<file path="src/rtl/down_count_monitor.sv">
// down_count_monitor
// Consumer stage that sits directly behind a W-bit synchronous down counter.
// It samples the count, confirms it follows a legal decrement sequence
// (all-ones preload, 0 -> all-ones wrap), and reports a terminal-count
// pulse, a wrap counter, a lock flag and error statistics.
// Lock is declared after LOCK_CNT consecutive correct decrements; errors are
// only recorded once lock has been established.

module down_count_monitor #(
  parameter int W        = 4,
  parameter int LOCK_CNT = 3,
  parameter int WRAP_W   = 8,
  parameter int ERR_W    = 4
) (
  input  logic              clk,
  input  logic              reset,
  input  logic [W-1:0]      q_in,
  input  logic              in_valid,
  input  logic              clear_err,
  output logic              locked,
  output logic              tc_pulse,
  output logic [WRAP_W-1:0] wrap_count,
  output logic              err_sticky,
  output logic [ERR_W-1:0]  err_count
);

  // Match counter is wide enough for the full LOCK_CNT range (1..15).
  localparam int MC_W = 4;

  localparam logic [W-1:0]      ZERO_W     = {W{1'b0}};
  localparam logic [W-1:0]      ONE_W      = {{(W-1){1'b0}}, 1'b1};
  localparam logic [W-1:0]      ALL_ONES_W = {W{1'b1}};
  localparam logic [MC_W-1:0]   ZERO_MC    = {MC_W{1'b0}};
  localparam logic [MC_W-1:0]   ONE_MC     = {{(MC_W-1){1'b0}}, 1'b1};
  localparam logic [MC_W-1:0]   LOCK_VAL   = MC_W'(LOCK_CNT);
  localparam logic [WRAP_W-1:0] ZERO_WRAP  = {WRAP_W{1'b0}};
  localparam logic [WRAP_W-1:0] ONE_WRAP   = {{(WRAP_W-1){1'b0}}, 1'b1};
  localparam logic [ERR_W-1:0]  ZERO_ERR   = {ERR_W{1'b0}};
  localparam logic [ERR_W-1:0]  ONE_ERR    = {{(ERR_W-1){1'b0}}, 1'b1};
  localparam logic [ERR_W-1:0]  MAX_ERR    = {ERR_W{1'b1}};

  typedef enum logic [1:0] {
    ST_UNLOCKED = 2'd0,
    ST_ACQUIRE  = 2'd1,
    ST_LOCKED   = 2'd2
  } state_t;

  // Value the upstream counter must present next: one below the last sample,
  // wrapping naturally from 0 to all-ones.
  function automatic logic [W-1:0] expected_next(input logic [W-1:0] prev_val);
    return prev_val - ONE_W;
  endfunction

  // Error counter increment that sticks at all-ones instead of rolling over.
  function automatic logic [ERR_W-1:0] sat_inc(input logic [ERR_W-1:0] cnt);
    logic [ERR_W-1:0] res;
    if (cnt == MAX_ERR) begin
      res = MAX_ERR;
    end else begin
      res = cnt + ONE_ERR;
    end
    return res;
  endfunction

  // Tracking state
  state_t          state_r;
  state_t          state_s;
  logic [W-1:0]    prev_r;
  logic [MC_W-1:0] match_cnt_r;
  logic [MC_W-1:0] match_cnt_s;

  // Decode of the current sample
  logic [W-1:0]    expected_s;
  logic            is_match_s;
  logic            seq_break_s;

  // Next values of the registered outputs
  logic              locked_s;
  logic              tc_pulse_s;
  logic [WRAP_W-1:0] wrap_count_s;
  logic              err_sticky_s;
  logic [ERR_W-1:0]  err_count_s;

  assign expected_s = expected_next(prev_r);
  assign is_match_s = (q_in == expected_s);

  // State register plus the tracking context (last sample and match count).
  always_ff @(posedge clk or posedge reset) begin
    if (reset) begin
      state_r     <= ST_UNLOCKED;
      prev_r      <= ZERO_W;
      match_cnt_r <= ZERO_MC;
    end else begin
      state_r     <= state_s;
      match_cnt_r <= match_cnt_s;
      if (in_valid) begin
        prev_r <= q_in;
      end else begin
        prev_r <= prev_r;
      end
    end
  end

  // Next-state logic: acquisition counting, lock entry and loss of lock.
  always_comb begin
    state_s     = state_r;
    match_cnt_s = match_cnt_r;
    seq_break_s = 1'b0;
    if (in_valid) begin
      case (state_r)
        ST_UNLOCKED: begin
          // First sample only seeds prev; nothing to compare against yet.
          state_s     = ST_ACQUIRE;
          match_cnt_s = ZERO_MC;
        end
        ST_ACQUIRE: begin
          if (is_match_s) begin
            if ((match_cnt_r + ONE_MC) >= LOCK_VAL) begin
              state_s     = ST_LOCKED;
              match_cnt_s = ZERO_MC;
            end else begin
              state_s     = ST_ACQUIRE;
              match_cnt_s = match_cnt_r + ONE_MC;
            end
          end else begin
            // Mismatch while acquiring just restarts the run; not an error.
            state_s     = ST_ACQUIRE;
            match_cnt_s = ZERO_MC;
          end
        end
        ST_LOCKED: begin
          if (is_match_s) begin
            state_s     = ST_LOCKED;
            match_cnt_s = match_cnt_r;
          end else begin
            // A held value also lands here since it differs from prev-1.
            state_s     = ST_ACQUIRE;
            match_cnt_s = ZERO_MC;
            seq_break_s = 1'b1;
          end
        end
        default: begin
          state_s     = ST_UNLOCKED;
          match_cnt_s = ZERO_MC;
        end
      endcase
    end else begin
      state_s     = state_r;
      match_cnt_s = match_cnt_r;
    end
  end

  // Output logic: next values for tc, wrap, lock and error statistics.
  always_comb begin
    locked_s     = (state_s == ST_LOCKED);
    tc_pulse_s   = 1'b0;
    wrap_count_s = wrap_count;
    err_sticky_s = err_sticky;
    err_count_s  = err_count;

    // Terminal count and wrap only count on a correct sample taken while
    // already locked; the edge that achieves lock does not qualify.
    if (in_valid && (state_r == ST_LOCKED) && is_match_s) begin
      if (q_in == ZERO_W) begin
        tc_pulse_s = 1'b1;
      end else begin
        tc_pulse_s = 1'b0;
      end
      if ((prev_r == ZERO_W) && (q_in == ALL_ONES_W)) begin
        wrap_count_s = wrap_count + ONE_WRAP;
      end else begin
        wrap_count_s = wrap_count;
      end
    end else begin
      tc_pulse_s   = 1'b0;
      wrap_count_s = wrap_count;
    end

    // A new break takes priority over a simultaneous clear: the clear
    // wipes history, then the fresh break is recorded as the first one.
    if (seq_break_s) begin
      err_sticky_s = 1'b1;
      if (clear_err) begin
        err_count_s = ONE_ERR;
      end else begin
        err_count_s = sat_inc(err_count);
      end
    end else if (clear_err) begin
      err_sticky_s = 1'b0;
      err_count_s  = ZERO_ERR;
    end else begin
      err_sticky_s = err_sticky;
      err_count_s  = err_count;
    end
  end

  // Output registers: everything visible downstream comes straight from a flop.
  always_ff @(posedge clk or posedge reset) begin
    if (reset) begin
      locked     <= 1'b0;
      tc_pulse   <= 1'b0;
      wrap_count <= ZERO_WRAP;
      err_sticky <= 1'b0;
      err_count  <= ZERO_ERR;
    end else begin
      locked     <= locked_s;
      tc_pulse   <= tc_pulse_s;
      wrap_count <= wrap_count_s;
      err_sticky <= err_sticky_s;
      err_count  <= err_count_s;
    end
  end

endmodule

</file>
<file path="config.mk">
export PLATFORM = sky130hd
export DESIGN_NAME = down_count_monitor
export DESIGN_NICKNAME = d
export VERILOG_FILES = /design/src/rtl/down_count_monitor.sv
export SDC_FILE = /design/constraint.sdc
export NUM_CORES = 1
export LEC_CHECK = 0
export BUFFER_PORTS_ARGS = -buffer_cell sky130_fd_sc_hd__buf_2
export CAP_MARGIN = 5
export CORE_MARGIN = 1.5
export CORE_UTILIZATION = 49
export CTS_BUF_LIST = sky130_fd_sc_hd__clkbuf_16
export DETAILED_ROUTE_END_ITERATION = 8
export PLACE_DENSITY = 0.77
export SYNTH_ARGS = -nofsm -noshare
export SYNTH_HDL_FRONTEND = slang
export SYNTH_SLANG_ARGS = --single-unit
export TNS_END_PERCENT = 30
</file>
<file path="constraint.sdc">
create_clock -name clk -period 2.3 [get_ports clk]
set_input_delay 0.345 -clock clk [delete_from_list [all_inputs] [get_ports clk]]
set_output_delay 0.345 -clock clk [all_outputs]
set_load 0.02 [all_outputs]
</file>
==> results.toml, run 1 <==
[yosys]
synth_seq_cells = 25
yosysSeqAreaShare_pct = 46.9
synthFlopType = "dfrtp_1"
synth_edf_count = 0
ys_types = 37
syn_area_um2 = 1330
syn_inst = 128
post-synth-top-area-cell = "dfrtp_1"
yosysTopAreaCellShare_pct = 46.9
synthTopCellsByArea = "dfrtp_1 47%, ha_1 5.6%, xnor2_1 3.9%, o21ai_0 3.4%, xor2_1 3.3%"
synth.avg_cell_area_um2 = 10.4
async_reset_ff_share_pct = 100
yosys_warnings = 0
synth_nets = 142

[layout]
final_common_cell = "dfrtp_1"
final_cell_mix = "25 x dfrtp_1, 22 x buf_2, 9 x nand2_1, 9 x nor2_1, 9 x o21ai_0"
area_growth_pct = 20.6
nFillCells = 209
seqCellArea_um2 = 626
multi_input_area_um2 = 682
diodes = 0
drive_above_1_share_pct = 26.1
final_nets = 172
finalInstanceArea_um2 = 1610

[critical_path]
crit_fanout = 8
crit_required_ns = 2.44
cp-end-kind = "flop"
crit_path_start_kind = "flop"
crit_type = "reg -> reg"
critPathArrivalTime_ns = 2.35

[timing]
fin_crit_sh_pct = 96.1
rsz0062_at_grt = "true"
timing.slew.headroom_pct = 66.3
hold_viol = 0
worst_slew_pin_slew_ns = 0.502
fmax_mhz = 452
setup_viol = 0
skew_ns = 0.00352
slew_viol_final = 0
setup_slack_ns = 0.0894
period_minus_slack_ns = 2.21

[power]
swShare_pct = 22.1
switching_power_mw = 0.206
powerDensity_nw_per_um2 = 578
pwr-share-clk_pct = 40.1
comb_power_share_pct = 10.8
peakVddDrop_uv = 517
power_frac_seq_pct = 49.1
leakagePower_nw = 0.836
power.internal_mw = 0.725

[placed_design]
placed_cell_area_um2 = 1510
dp_hpwl_um = 2020
pre_cts_slack_ns = -0.112
place.gp.congestion = 0.740
io_buffers = 22

[clock_network]
clock_latency_ns = 0.25
numCtsBuffers = 3
clockBufferDepth = 2
clk_pin_slew_worst_paths_ns = 0.06
post_cts_buffers = 0
clockRootBuffer = "clkbuf_16"
cts.sinks = 25
h-tree-depth = 1
cts_tree = "built"
ctsHoldBuffers = 0

[die]
core_um2 = 2520
die_w_um = 55.2
rows = 18
fp.dieArea_um2 = 3040
start_util_pct = 52.9
top_level_ports = 23
die_h_um = 55.2

[detailed_routing]
vias = 1044
dr.pass1.iters = 5
drt-vias-per-instance = 5.58
drtIter0Drc = 13
wl_um = 2700
drtAntennaViolNets = 0
post_drt_wl_per_cell_um = 14.4
route.detailed.drc = 0

[flow_run]
maxCapViolCount = 0

[min_path]
worstHoldPathType = "in -> async"

[global_route]
antenna_found_initial = 0
grt_max_degree = 26
grt_overflow_total = 0
grt_pass1_wl_um = 4140
grt_pass1_vias = 973
grt_usage_pct = 19.2

[run_status]
status = "finished clean"
==> layer usage <==
layer | up-vias | global-route usage, % | wire (µm) | share of wire, %
met2 | 19 | 33.3 | 1350 | 50
li1 | 510 | - | - | -
met1 | 511 | 23.6 | 1250 | 46
met3 | 4 | 3.49 | 81 | 3.0
met5 | - | 0 | 0 | 0
met4 | 0 | 7.32 | 21 | 0.78
==> flip-flops by register name, indices dropped and copies added (netlist names) <==
register and cells:
state_r 2, tc_pulse 1, err_sticky 1, wrap_count 8, locked 1, match_cnt_r 4
prev_r 4, err_count 4
==> logic make-up (layout without fill, tap and decap cells) <==
group	Yosys count	after routing	synth area share (%)
DFF	25	25	46.9
xor gates and xnor gates	12	12	9.01
adders and majority gates	6	6	5.63
AOI/OAI and AO/OA	22	22	9.85
and+or+nand+nor	48	48	21.7
buffers and inverters	11	40	3.66
muxes	4	4	3.28
==> Yosys cell counts, drive strengths merged, types with 2 or more instances <==
| master | count |
|---|---|
| a21oi | 4 |
| a31oi | 3 |
| and2 | 3 |
| clkbuf | 2 |
| dfrtp | 25 |
| ha | 6 |
| inv | 8 |
| mux2 | 3 |
| nand2 | 9 |
| nand2b | 2 |
| nand3 | 5 |
| nand4 | 2 |
| nor2 | 9 |
| nor3 | 6 |
| o21ai | 9 |
| o31ai | 2 |
| or3 | 2 |
| or4 | 2 |
| xnor2 | 6 |
| xor2 | 5 |
==> path summary, 6_finish.rpt <==
check,slack (ns),startpoint,depth (start not counted),endpoint
max,0.09,prev_r[1],6,wrap_count[1]
max in group asynchronous,1.91,reset,3,match_cnt_r[3]
max reg2reg,0.09,prev_r[1],6,wrap_count[1]
min reg2reg,0.46,wrap_count[7],1,wrap_count[7]
min in group clk,0.31,clear_err,2,err_count[1]
min,0.15,reset,3,wrap_count[7]
==> power by group through the flow <==
stage / registers, mW / logic [mW] / clock network (mW)
finish: 0.457 / 0.100 / 0.373
global route: 0.458 / 0.113 / 0.395
CTS: 0.457 / 0.0997 / 0.381
detailed placement: 0.465 / 0.0978 / 0
global placement: 0.464 / 0.0919 / 0
floorplan: 0.463 / 0.0639 / 0
==> area by class of cell <==
cell class / count / area share (%)
clock buffer: 3 / 4.67
clock inverter: 1 / 0.233
inverter: 8 / 1.87
multi-input combinational: 92 / 42.4
sequential: 25 / 38.9
tap: 30 / 2.33
timing repair buffer: 28 / 9.64
==> critical path, stage by stage (launching register included) <==
cell	delay [ns]
dfrtp_1	0.39
inv_2	0.08
ha_1	0.15
nand4b_1	0.09
or4_1	0.47
or4b_4	0.59
mux2_4	0.33
==> what timing repair did <==
item,in CTS,in global routing
resized for setup,1,5
setup endpoints to repair,7,7
gates cloned,0,0
pin swaps,0,3
==> per-stage QoR <==
stage	setup TNS, ns	std cells	util [%]	power, mW	hold slack (ns)
global route	-0.00179	187	63.8	0.966	0.184
detailed placement	-0.393	183	59.8	0.563	0.423
CTS	0	187	63.0	0.938	0.149
finish	0	187	63.8	0.931	0.146
floorplan	0	128	-	0.527	0.372
global placement	-0.00974	183	59.8	0.556	0.404
(Power assumes the default switching activity.)
==> run 2: changes to the inputs <==
Settings changed: RECOVER_POWER from default to 100.
==> results.toml, run 2 (synthesis results as in run 1) <==
[run_status]
status = "finished clean"

[layout]
largest-register = "wrap_count"
final_nets = 172
diodes = 0
area_growth_pct = 17.6
instances_no_fill = 187
nFillCells = 225
final_cell_mix = "25 x dfrtp_1, 18 x clkbuf_1, 9 x nand2_1, 9 x nor2_1, 9 x o21ai_0"
final_common_cell = "dfrtp_1"
largest_register_ffs = 8
drive_above_1_share_pct = 14.6

[die]
core_um2 = 2520
top_level_ports = 23
die_h_um = 55.2
rows = 18
die_w_um = 55.2
fp.dieArea_um2 = 3040
start_util_pct = 52.9

[clock_network]
post_cts_buffers = 0
clockBufferDepth = 2
clock_latency_ns = 0.25
numCtsBuffers = 3
ctsHoldBuffers = 0
clk_pin_slew_worst_paths_ns = 0.06
clockRootBuffer = "clkbuf_16"
cts.sinks = 25
cts_tree = "built"
h-tree-depth = 1

[critical_path]
crit_path_start_kind = "flop"
cp-end-kind = "flop"
critPathArrivalTime_ns = 2.33
crit_fanout = 8
crit_type = "reg -> reg"
worstSetupStartpoint = "prev_r[1]"
crit_required_ns = 2.44
reg2reg_from = "prev_r[1]"

[timing]
hold_viol = 0
slew_viol_final = 0
fin_crit_sh_pct = 95.2
period_minus_slack_ns = 2.19
timing.slew.headroom_pct = 11.6
worst_slew_pin_slew_ns = 1.33
fmax_mhz = 456
setup_viol = 0
rsz0062_at_grt = "true"
skew_ns = 0.00320
holdWs_ns = 0.308

[placed_design]
place.gp.congestion = 0.740
dp_hpwl_um = 2020
post-place-cells = 183
io_buffers = 22

[global_route]
grt_overflow_total = 0
grt_usage_pct = 19.2
antenna_found_initial = 0
grt_pass1_vias = 973
grt_max_degree = 26
grt_pass1_wl_um = 4140

[min_path]
worst_hold_startpoint = "clear_err"
worstHoldPathType = "in -> reg"

[power]
power_mw = 0.928
peakVddDrop_uv = 517
powerDensity_nw_per_um2 = 591
leakagePower_nw = 0.729

[detailed_routing]
drtIter0Drc = 9
drt-vias-per-instance = 5.54
dr.pass1.iters = 4
post_drt_wl_per_cell_um = 14.3
drtAntennaViolNets = 0
wl_um = 2680
vias = 1036
route.detailed.drc = 0

[flow_run]
maxCapViolCount = 0
## run 2: cell count changes in the layout (fill, tap and decap cells not counted)
cell	delta
nor3_2	+2
buf_4	-2
nor3_4	-2
buf_2	-16
clkbuf_1	+18
## run 2: metrics by stage
step                utilization [%]  TNS [ns]  worst slack, ns  instance area (µm²)
floorplan                         -         0           0.0658                 1330
global placement               59.8  -0.00974         -0.00974                 1510
detailed placement             59.8    -0.393           -0.112                 1510
CTS                            63.0         0           0.0121                 1590
global route                   62.2  -0.00179         -0.00179                 1570
finish                         62.2         0            0.109                 1570
## run 2: critical path, stage by stage (launching register included)
cell,delay (ns)
dfrtp_1,0.39
inv_2,0.08
ha_1,0.15
nand4b_1,0.09
or4_1,0.47
or4b_4,0.58
mux2_4,0.33
## run 2: layout make-up
type	instances	area [µm²]	share of cell area, %
multi-input cells	92	669	42.7
flip-flops and latches	25	626	39.9
repair buffers	28	128	8.13
clock buffers	3	75.1	4.78
well taps	30	37.5	2.39
inverters	8	30.0	1.91
clock inverters	1	3.75	0.239
## run 2: where the power goes
part / internal [mW] / switching (mW)
sequential: 0.449 / 0.00843
combinational: 0.0424 / 0.0557
clock: 0.232 / 0.140
## run 2: path summary, 6_finish.rpt
| path | to | slack (ns) | cells past startpoint |
|---|---|---|---|
| max | wrap_count[1] | 0.11 | 6 |
| min | err_count[1] | 0.31 | 2 |
| max reg2reg | wrap_count[1] | 0.11 | 6 |
| min reg2reg | wrap_count[7] | 0.46 | 1 |
| max in group asynchronous | match_cnt_r[3] | 0.98 | 3 |
| min in group asynchronous | wrap_count[4] | 0.54 | 3 |
## run 2: what timing repair did
action | in CTS | in global routing
pin swaps | 0 | 3
setup endpoints to repair | 7 | 7
resized for setup | 1 | 5
## run 2: per-layer routing
layer	up-vias	share of wire, %	global-route usage (%)
li1	507	-	-
met1	508	46	23.6
met2	17	50	33.3
met3	4	3.2	3.49
met4	0	0.78	7.32
met5	-	0	0
